File: src/rtl/inst_fetch_pkg.sv
// Shared definitions for the instruction fetch stage: bus width, NOP encoding, FSM states.
package inst_fetch_pkg;
  localparam int XLEN = 32;
  localparam logic [XLEN-1:0] NOP = 32'h0000_0013;

  typedef enum logic [1:0] {
    S_IDLE = 2'd0,
    S_REQ  = 2'd1,
    S_WAIT = 2'd2
  } state_e;
endpackage

File: src/rtl/fetch_timer.sv
// WAIT-phase cycle counter; expired marks the last WAIT cycle before a timeout.
module fetch_timer #(
  parameter int unsigned W     = 8,
  parameter int unsigned LIMIT = 255
) (
  input  logic clk,
  input  logic rst,
  input  logic clear,
  input  logic enable,
  output logic expired
);
  logic [W-1:0] cnt;

  always_ff @(posedge clk) begin
    if (rst || clear) cnt <= '0;
    else if (enable)  cnt <= cnt + 1'b1;
  end

  // Fires during the LIMIT-th waiting cycle so the fault lands exactly LIMIT cycles after entry.
  assign expired = enable && (cnt == W'(LIMIT - 1));
endmodule

File: src/rtl/inst_fetch.sv
// Instruction fetch: one outstanding memory read, misalignment/error/timeout faults,
// and redirect-while-busy handled by dropping the in-flight result.
module inst_fetch
  import inst_fetch_pkg::*;
#(
  parameter int unsigned     TIMEOUT_CYCLES = 255,
  parameter logic [XLEN-1:0] NOP_INST       = NOP
) (
  input  logic            clk,
  input  logic            rst,
  input  logic [XLEN-1:0] pc,
  input  logic            fetch_en,
  output logic [XLEN-1:0] inst,
  output logic            inst_valid,
  output logic            fault,
  output logic            busy,
  output logic            mem_req_valid,
  input  logic            mem_req_ready,
  output logic [XLEN-1:0] mem_req_addr,
  input  logic            mem_rsp_valid,
  input  logic [XLEN-1:0] mem_rsp_data,
  input  logic            mem_rsp_err
);
  localparam int unsigned TW = $clog2(TIMEOUT_CYCLES + 1);

  state_e          state, state_nxt;
  logic [XLEN-1:0] pend_pc;
  logic            discard;
  logic            expired;
  logic            done;
  logic            redo;
  logic [XLEN-1:0] redo_pc;

  fetch_timer #(.W(TW), .LIMIT(TIMEOUT_CYCLES)) u_timer (
    .clk     (clk),
    .rst     (rst),
    .clear   (state != S_WAIT),
    .enable  (state == S_WAIT),
    .expired (expired)
  );

  // A redirect arriving in the same cycle as completion wins over the stored pending pc.
  assign done    = (state == S_WAIT) && (mem_rsp_valid || expired);
  assign redo    = discard || fetch_en;
  assign redo_pc = fetch_en ? pc : pend_pc;

  always_ff @(posedge clk) begin
    if (rst) state <= S_IDLE;
    else     state <= state_nxt;
  end

  always_comb begin
    state_nxt = state;
    unique case (state)
      S_IDLE:  if (fetch_en && pc[1:0] == 2'b00) state_nxt = S_REQ;
      S_REQ:   if (mem_req_ready) state_nxt = S_WAIT;
      S_WAIT:  if (done) state_nxt = (redo && redo_pc[1:0] == 2'b00) ? S_REQ : S_IDLE;
      default: state_nxt = S_IDLE;
    endcase
  end

  always_comb begin
    busy          = (state != S_IDLE);
    mem_req_valid = (state == S_REQ);
  end

  always_ff @(posedge clk) begin
    if (rst) begin
      inst         <= NOP_INST;
      inst_valid   <= 1'b0;
      fault        <= 1'b0;
      mem_req_addr <= '0;
      pend_pc      <= '0;
      discard      <= 1'b0;
    end else begin
      unique case (state)
        S_IDLE: if (fetch_en) begin
          if (pc[1:0] == 2'b00) begin
            mem_req_addr <= pc;
            inst_valid   <= 1'b0;
            fault        <= 1'b0;
          end else begin
            inst       <= NOP_INST;
            fault      <= 1'b1;
            inst_valid <= 1'b1;
          end
        end
        S_REQ: if (fetch_en) begin
          pend_pc <= pc;
          discard <= 1'b1;
        end
        S_WAIT: if (done) begin
          discard <= 1'b0;
          if (!redo) begin
            inst       <= (mem_rsp_valid && !mem_rsp_err) ? mem_rsp_data : NOP_INST;
            fault      <= !mem_rsp_valid || mem_rsp_err;
            inst_valid <= 1'b1;
          end else if (redo_pc[1:0] == 2'b00) begin
            mem_req_addr <= redo_pc;
            inst_valid   <= 1'b0;
            fault        <= 1'b0;
          end else begin
            inst       <= NOP_INST;
            fault      <= 1'b1;
            inst_valid <= 1'b1;
          end
        end else if (fetch_en) begin
          pend_pc <= pc;
          discard <= 1'b1;
        end
        default: ;
      endcase
    end
  end
endmodule

File: config.mk
export PLATFORM = sky130hd
export DESIGN_NAME = inst_fetch
export DESIGN_NICKNAME = d
export VERILOG_FILES = /design/src/rtl/inst_fetch_pkg.sv /design/src/rtl/fetch_timer.sv /design/src/rtl/inst_fetch.sv
export SDC_FILE = /design/constraint.sdc
export NUM_CORES = 1
export LEC_CHECK = 0
export BUFFER_PORTS_ARGS = -buffer_cell sky130_fd_sc_hd__clkbuf_2
export CAP_MARGIN = 5
export CORE_UTILIZATION = 30
export CTS_CLUSTER_DIAMETER = 50
export CTS_CLUSTER_SIZE = 28
export DETAILED_ROUTE_END_ITERATION = 6
export GPL_TIMING_DRIVEN = 0
export PLACE_DENSITY_LB_ADDON = 0.25
export SYNTH_ARGS = -nofsm -noshare
export SYNTH_HDL_FRONTEND = slang
export SYNTH_HIERARCHICAL = 1
export SYNTH_SLANG_ARGS = --single-unit
File: constraint.sdc
create_clock -name clk -period 4.9 [get_ports clk]
set_clock_uncertainty 0.2 [all_clocks]
set_input_delay 0.98 -clock clk [delete_from_list [all_inputs] [get_ports clk]]
set_output_delay 0.98 -clock clk [all_outputs]
set_load 0.1 [all_outputs]
==> results of run 1 <==
## path summary, 6_finish.rpt
kind,slack [ns],to,cells past startpoint,from
max,2.06,busy,4,state[0]$_SDFFE_PP0P_
min,0.25,pend_pc[16]$_SDFFE_PP0P_,2,pend_pc[16]$_SDFFE_PP0P_
max reg2reg,2.24,inst[19]$_SDFFE_PP0P_,11,state[0]$_SDFFE_PP0P_
min reg2reg,0.25,pend_pc[16]$_SDFFE_PP0P_,2,pend_pc[16]$_SDFFE_PP0P_
## layout make-up
cell class | count | share of cell area, %
Timing Repair Buffer | 137 | 11.5
Sequential cell | 109 | 36.5
Buffer | 43 | 4.06
Inverter | 6 | 0.377
Clock buffer | 10 | 4.00
Multi-Input combinational cell | 357 | 38.1
Clock inverter | 6 | 1.05
Tap cell | 211 | 4.42
## registers in the layout, summed over array words and instances, names as in the netlist
name and cells:
u_timer/cnt 8, mem_req_addr 32, inst 32, pend_pc 32
inst_valid 1, fault 1, state 2, discard 1
## power breakdown
part / internal (uW) / switching (uW) / leakage [uW]
sequential: 1020 / 77.1 / 0.000885
combinational: 352 / 1120 / 0.00161
clock: 409 / 335 / 0.000140
## cells in the mapped netlist (2+ instances only)
| cell type | instances | area, um^2 |
|---|---|---|
| buf_4 | 4 | 30.0 |
| nand2b_1 | 32 | 200 |
| o21ai_0 | 5 | 25.0 |
| nor3_1 | 2 | 10.0 |
| a211oi_1 | 30 | 225 |
| inv_1 | 6 | 22.5 |
| clkbuf_1 | 21 | 78.8 |
| or2_2 | 2 | 12.5 |
| nand2_1 | 97 | 364 |
| buf_2 | 5 | 25.0 |
| mux2i_1 | 63 | 631 |
| a211oi_2 | 3 | 37.5 |
| xor2_1 | 3 | 26.3 |
| buf_1 | 5 | 18.8 |
| a21oi_1 | 70 | 350 |
| ha_1 | 6 | 75.1 |
| nor4_1 | 3 | 18.8 |
| nor3b_1 | 2 | 15.0 |
| nand3_1 | 2 | 10.0 |
| buf_6 | 8 | 90.1 |
| dfxtp_1 | 109 | 2180 |
| or3b_1 | 3 | 26.3 |
| or3_1 | 4 | 25.0 |
| nand4_1 | 3 | 18.8 |
| nor2_1 | 10 | 37.5 |
## stage by stage
step | hold slack, ns | instance area (um^2) | instances | worst slack [ns] | power, uW
global placement | 0.241 | 5670 | 863 | 1.86 | 2580
detailed placement | 0.248 | 5670 | 863 | 1.81 | 2600
finish | 0.255 | 5970 | 879 | 2.06 | 3310
global route | 0.278 | 5970 | 879 | 1.96 | 3470
floorplan | 0.236 | 4720 | 515 | 2.26 | 2310
CTS | 0.258 | 5970 | 879 | 2.03 | 3350
## logic make-up after synthesis
group                    share of synthesized area (%)
multiplexers                                      13.6
flip-flops                                        46.2
XOR/XNOR                                         0.742
AO/OA/AOI/OAI                                     15.2
AND/OR/NAND/NOR                                   17.0
buffers and inverters                             5.62
adder cells (fa/ha/maj)                           1.59
## per-layer routing
metal  vias to the layer above  global-route usage [%]  part of all wire (%)
met5                         -                       0                     0
met4                         0                    4.20                   1.4
met3                        13                    6.11                   7.5
met2                       125                    26.5                    45
met1                      1904                    19.2                    46
li1                       2068                       -                     -
## worst reg2reg max path, stage by stage (launching register included)
cell,delay (ns)
dfxtp_1,0.34
inv_1,0.10
ha_1,0.19
buf_4,0.17
nand4_1,0.09
nor2_1,0.25
nor3b_4,0.11
or2_1,0.27
or3_1,0.37
buf_6,0.15
buf_6,0.15
mux2i_1,0.18
==> flow_metrics.py, run 1 <==
metrics = {
    "floorplan": {
        "die-area_um2": 16200,
        "start_util_pct": 30.9,
        "ioPinCount": 138,
        "rows": 45,
        "die_h_um": 127,
        "die_x_um": 127,
        "core_um2": 15300,
    },
    "yosys": {
        "ys_ff_latch": 109,
        "async_reset_ff_share_pct": 0,
        "synth_area_per_cell_um2": 9.17,
        "synth_ff_type": "dfxtp_1",
        "yosys.cell_types.count": 42,
        "synth-edff-count": 0,
        "syn_nets": 591,
        "synth_cells": 515,
        "synth_seq_area_share_pct": 46.2,
        "synth_area_um2": 4720,
        "ys_warn_count": 6,
    },
    "global_routing": {
        "grt_max_degree": 18,
        "antenna_found_initial": 0,
        "grtUsageTotal_pct": 15.9,
        "grt_overflow": 0,
        "grt_pass1_wl_mm": 20.3,
        "first_global_vias": 4096,
    },
    "clocking": {
        "cts_buffers": 9,
        "ctsResizeCount": 0,
        "cts.clk_slew.worst_paths_ns": 0.08,
        "cts_max_level": 3,
        "cts_setup_buffers": 0,
        "clk_path_buf_depth": 2,
        "postCtsHoldBufs": 0,
        "clk_latency_ns": 0.35,
        "cts-root-buf": "clkbuf_16",
        "cts.sinks": 109,
        "tritoncts": "done",
    },
    "worst_setup_path": {
        "slowest_delay_ns": 0.47,
        "setup.worst_path.start_class": "flop",
        "path_max_fanout": 4,
        "cp_top_family": "buffers and inverters",
        "cp.arrival_ns": 1.66,
        "endpoint_kind": "primary output",
        "path_cells": "inv_1 > ha_1 > inv_1 > clkbuf_2",
        "slowest_stage": "clkbuf_2",
        "critical_path_buf_inv_count": 3,
        "worstPathRequired_ns": 3.72,
        "crit_type": "flop to primary output",
        "worst_path_most_repeated_cell": "inv_1",
    },
    "timing": {
        "finalCritPeriodShare_pct": 57.9,
        "max_freq_mhz": 352,
        "layout_min_cycle_time_ns": 2.84,
        "finalMaxSlewViolations": 0,
        "relSlewSlack_pct": 46.9,
        "setup_viol": 0,
        "setup_tns_ns": 0,
        "tightest_slew_ns": 0.797,
        "hold_viol_final": 0,
        "rsz0062_at_grt": "no",
    },
    "finish": {
        "area_delta_synth_final_pct": 26.5,
        "fin_util_pct": 39.1,
        "mostFrequentLayoutCell": "clkbuf_2",
        "post_route_cells_drive_above_1_share_pct": 26.8,
        "antenna_cells": 0,
        "multiInputGateArea_um2": 2270,
        "most-common-layout-cells": "clkbuf_2 (137), dfxtp_1 (109), nand2_1 (97)",
        "fillers": 1558,
        "layout.area.seq_um2": 2180,
        "layout.nets": 739,
    },
    "job": {
        "cap_violations": 0,
    },
    "place": {
        "place_congestion": 0.740,
        "post-dp-hpwl_mm": 9.50,
        "io_buffers": 137,
    },
    "drt": {
        "wl_mm": 12.7,
        "drc": 0,
        "wire_per_inst_um": 14.4,
        "drt_iter0_drc": 147,
        "ant_nets": 0,
        "avgViaCountPerCell": 4.68,
        "drtPass1Iterations": 4,
        "dr_total_vias": 4110,
    },
    "hold_path": {
        "hp-class": "flop to flop",
    },
    "outcome": {
        "status": "completed",
    },
    "power_and_ir_drop": {
        "power.density_nw_per_um2": 555,
        "p_leak_uw": 0.00264,
        "irDropWorstVdd_mv": 0.430,
    },
}
Note: power is estimated with default switching activity, not from simulation.
==> run 2: changes to the inputs <==
Clock period 4.9 ns to 2.8 ns, I/O delays scaled along.
==> run 2 against run 1 <==
  * Sequential power increased by 75%
  * Power rose by 75%
  * Die area is the same
  * Highest routed layer unchanged
  * Largest cell class unchanged
  * Register-to-register slack worse by 2.1 ns
  * Global-route usage unchanged
  * Combinational power grew 76%
  * Wire length increased by 0.61%
  * Sequential cell count did not move
  * Clock-buffer cell count unchanged
  * Critical path depth rose by 6
  * Worst setup slack worse by 1.9 ns
  * Largest power group unchanged
==> flow_metrics.py, run 2 (synthesized netlist as in run 1, its figures left out) <==
metrics = {
    "finish": {
        "reg_top3": "inst x32, mem_req_addr x32, pend_pc x32",
        "fillers": 1554,
        "mostFrequentLayoutCell": "clkbuf_2",
        "multiInputGateArea_um2": 2290,
        "post_route_cells_drive_above_1_share_pct": 27.2,
        "layout.nets": 739,
        "antenna_cells": 0,
        "layout.area.seq_um2": 2180,
        "area_delta_synth_final_pct": 26.8,
        "most-common-layout-cells": "clkbuf_2 (139), dfxtp_1 (109), nand2_1 (97)",
    },
    "worst_setup_path": {
        "endpoint_kind": "flop",
        "cp.arrival_ns": 2.71,
        "r2r_cells": 10,
        "path_max_fanout": 10,
        "crit_start": "state[0]$_SDFFE_PP0P_",
        "crit_type": "flop to flop",
        "slowest_delay_ns": 0.40,
        "slowest_stage": "buf_1",
        "cp_top_family": "buffers and inverters",
        "path_cells": "inv_1 > ha_1 > buf_4 > nand4_1 > nor2_2 > nor3b_4 > o21a_1 > buf_1 > nand2_1 > a21oi_1",
        "worst-path-stages": 10,
        "r2r-start": "state[0]$_SDFFE_PP0P_",
        "critical_path_buf_inv_count": 3,
        "worstPathRequired_ns": 2.88,
        "setup.worst_path.start_class": "flop",
    },
    "power_and_ir_drop": {
        "p_leak_uw": 0.00265,
        "irDropWorstVdd_mv": 0.753,
        "power.density_nw_per_um2": 971,
    },
    "hold_path": {
        "hp-class": "input port to flop",
        "min_from": "pc[2]",
        "hold_depth": 3,
    },
    "outcome": {
        "status": "completed",
    },
    "global_routing": {
        "grt_pass1_wl_mm": 20.3,
        "antenna_found_initial": 0,
        "grt_overflow": 0,
        "grtUsageTotal_pct": 15.9,
        "first_global_vias": 4096,
        "grt_max_degree": 18,
    },
    "floorplan": {
        "start_util_pct": 30.9,
        "die_h_um": 127,
        "die-area_um2": 16200,
        "rows": 45,
        "core_um2": 15300,
        "ioPinCount": 138,
        "die_x_um": 127,
    },
    "timing": {
        "layout_min_cycle_time_ns": 2.63,
        "whs_ns": 0.230,
        "tightest_slew_ns": 0.809,
        "max_freq_mhz": 380,
        "relSlewSlack_pct": 46.1,
        "finalMaxSlewViolations": 0,
        "setup_tns_ns": 0,
        "hold_viol_final": 0,
        "setup_viol": 0,
        "finalCritPeriodShare_pct": 94.0,
        "rsz0062_at_grt": "no",
    },
    "place": {
        "io_buffers": 137,
        "place_congestion": 0.740,
        "post-dp-hpwl_mm": 9.50,
    },
    "clocking": {
        "cts-root-buf": "clkbuf_16",
        "cts_max_level": 3,
        "clk_latency_ns": 0.35,
        "cts.clk_slew.worst_paths_ns": 0.07,
        "tritoncts": "done",
        "clk_path_buf_depth": 2,
        "cts_buffers": 9,
        "cts_setup_buffers": 0,
        "cts.sinks": 109,
    },
    "drt": {
        "dr_total_vias": 4127,
        "drc": 0,
        "ant_nets": 0,
        "drt_iter0_drc": 135,
        "wire_per_inst_um": 14.5,
        "wl_mm": 12.7,
        "avgViaCountPerCell": 4.70,
        "drtPass1Iterations": 5,
    },
    "job": {
        "cap_violations": 0,
    },
}
## run 2: cell count changes in the layout (fill, tap and decap cells not counted)
cell / change
a311oi_4: +1
nor2_2: +1
a311oi_2: -1
nor2_1: -1
clkbuf_1: -2
clkbuf_2: +2
## run 2: area by class of cell
| type | count | share of cell area [%] |
|---|---|---|
| buffer | 43 | 4.10 |
| clock buffer | 10 | 3.99 |
| clock inverter | 6 | 1.04 |
| inverter | 6 | 0.376 |
| multi-input combinational | 357 | 38.2 |
| sequential | 109 | 36.4 |
| tap | 211 | 4.41 |
| timing repair buffer | 137 | 11.5 |
## run 2: repair_timing
| action | CTS | global route |
|---|---|---|
| hold buffers | 0 | 0 |
| endpoints found under the setup margin | 0 | 34 |
| resized for setup | 0 | 6 |
## run 2: layer usage
metal	routed length, um	part of all wire, %	vias up	GRT usage, %
li1	-	-	2071	-
met4	172	1.3	0	4.20
met3	956	7.5	13	6.11
met2	5760	45	123	26.5
met5	0	0	-	0
met1	5850	46	1920	19.2
## run 2: report_power, final
group	total, uW	switching [uW]	leakage [uW]	internal (uW)
clock	1300	588	0.000140	715
sequential	1920	135	0.000885	1780
combinational	2590	1970	0.00162	622
total	5810	2690	0.00265	3120
## run 2: path summary, 6_finish.rpt
path / endpoint / slack [ns]
setup reg to reg: pend_pc[22]$_SDFFE_PP0P_ / 0.17
hold reg to reg: pend_pc[16]$_SDFFE_PP0P_ / 0.26
hold / removal: pend_pc[2]$_SDFFE_PP0P_ / 0.23
setup / recovery: pend_pc[22]$_SDFFE_PP0P_ / 0.17
## run 2: worst reg2reg max path, cell delays in order, from the launching register on
cell and delay, ns:
dfxtp_1 0.37, inv_1 0.09, ha_1 0.22, buf_4 0.17
nand4_1 0.10, nor2_2 0.06, nor3b_4 0.34, o21a_1 0.29
buf_1 0.40, nand2_1 0.14, a21oi_1 0.17
## run 2: stage by stage
stage | instance area, um^2 | power, uW | utilization (%) | instances | worst slack, ns
3_3_place_gp | 5670 | 4510 | 37.2 | 863 | 0.181
5_1_grt | 5990 | 6080 | 39.2 | 879 | 0.0186
4_1_cts | 5970 | 5860 | 39.1 | 879 | 0.131
3_5_place_dp | 5670 | 4540 | 37.2 | 863 | 0.129
6_report | 5990 | 5810 | 39.2 | 879 | 0.169
2_1_floorplan | 4720 | 4040 | - | 515 | 0.250
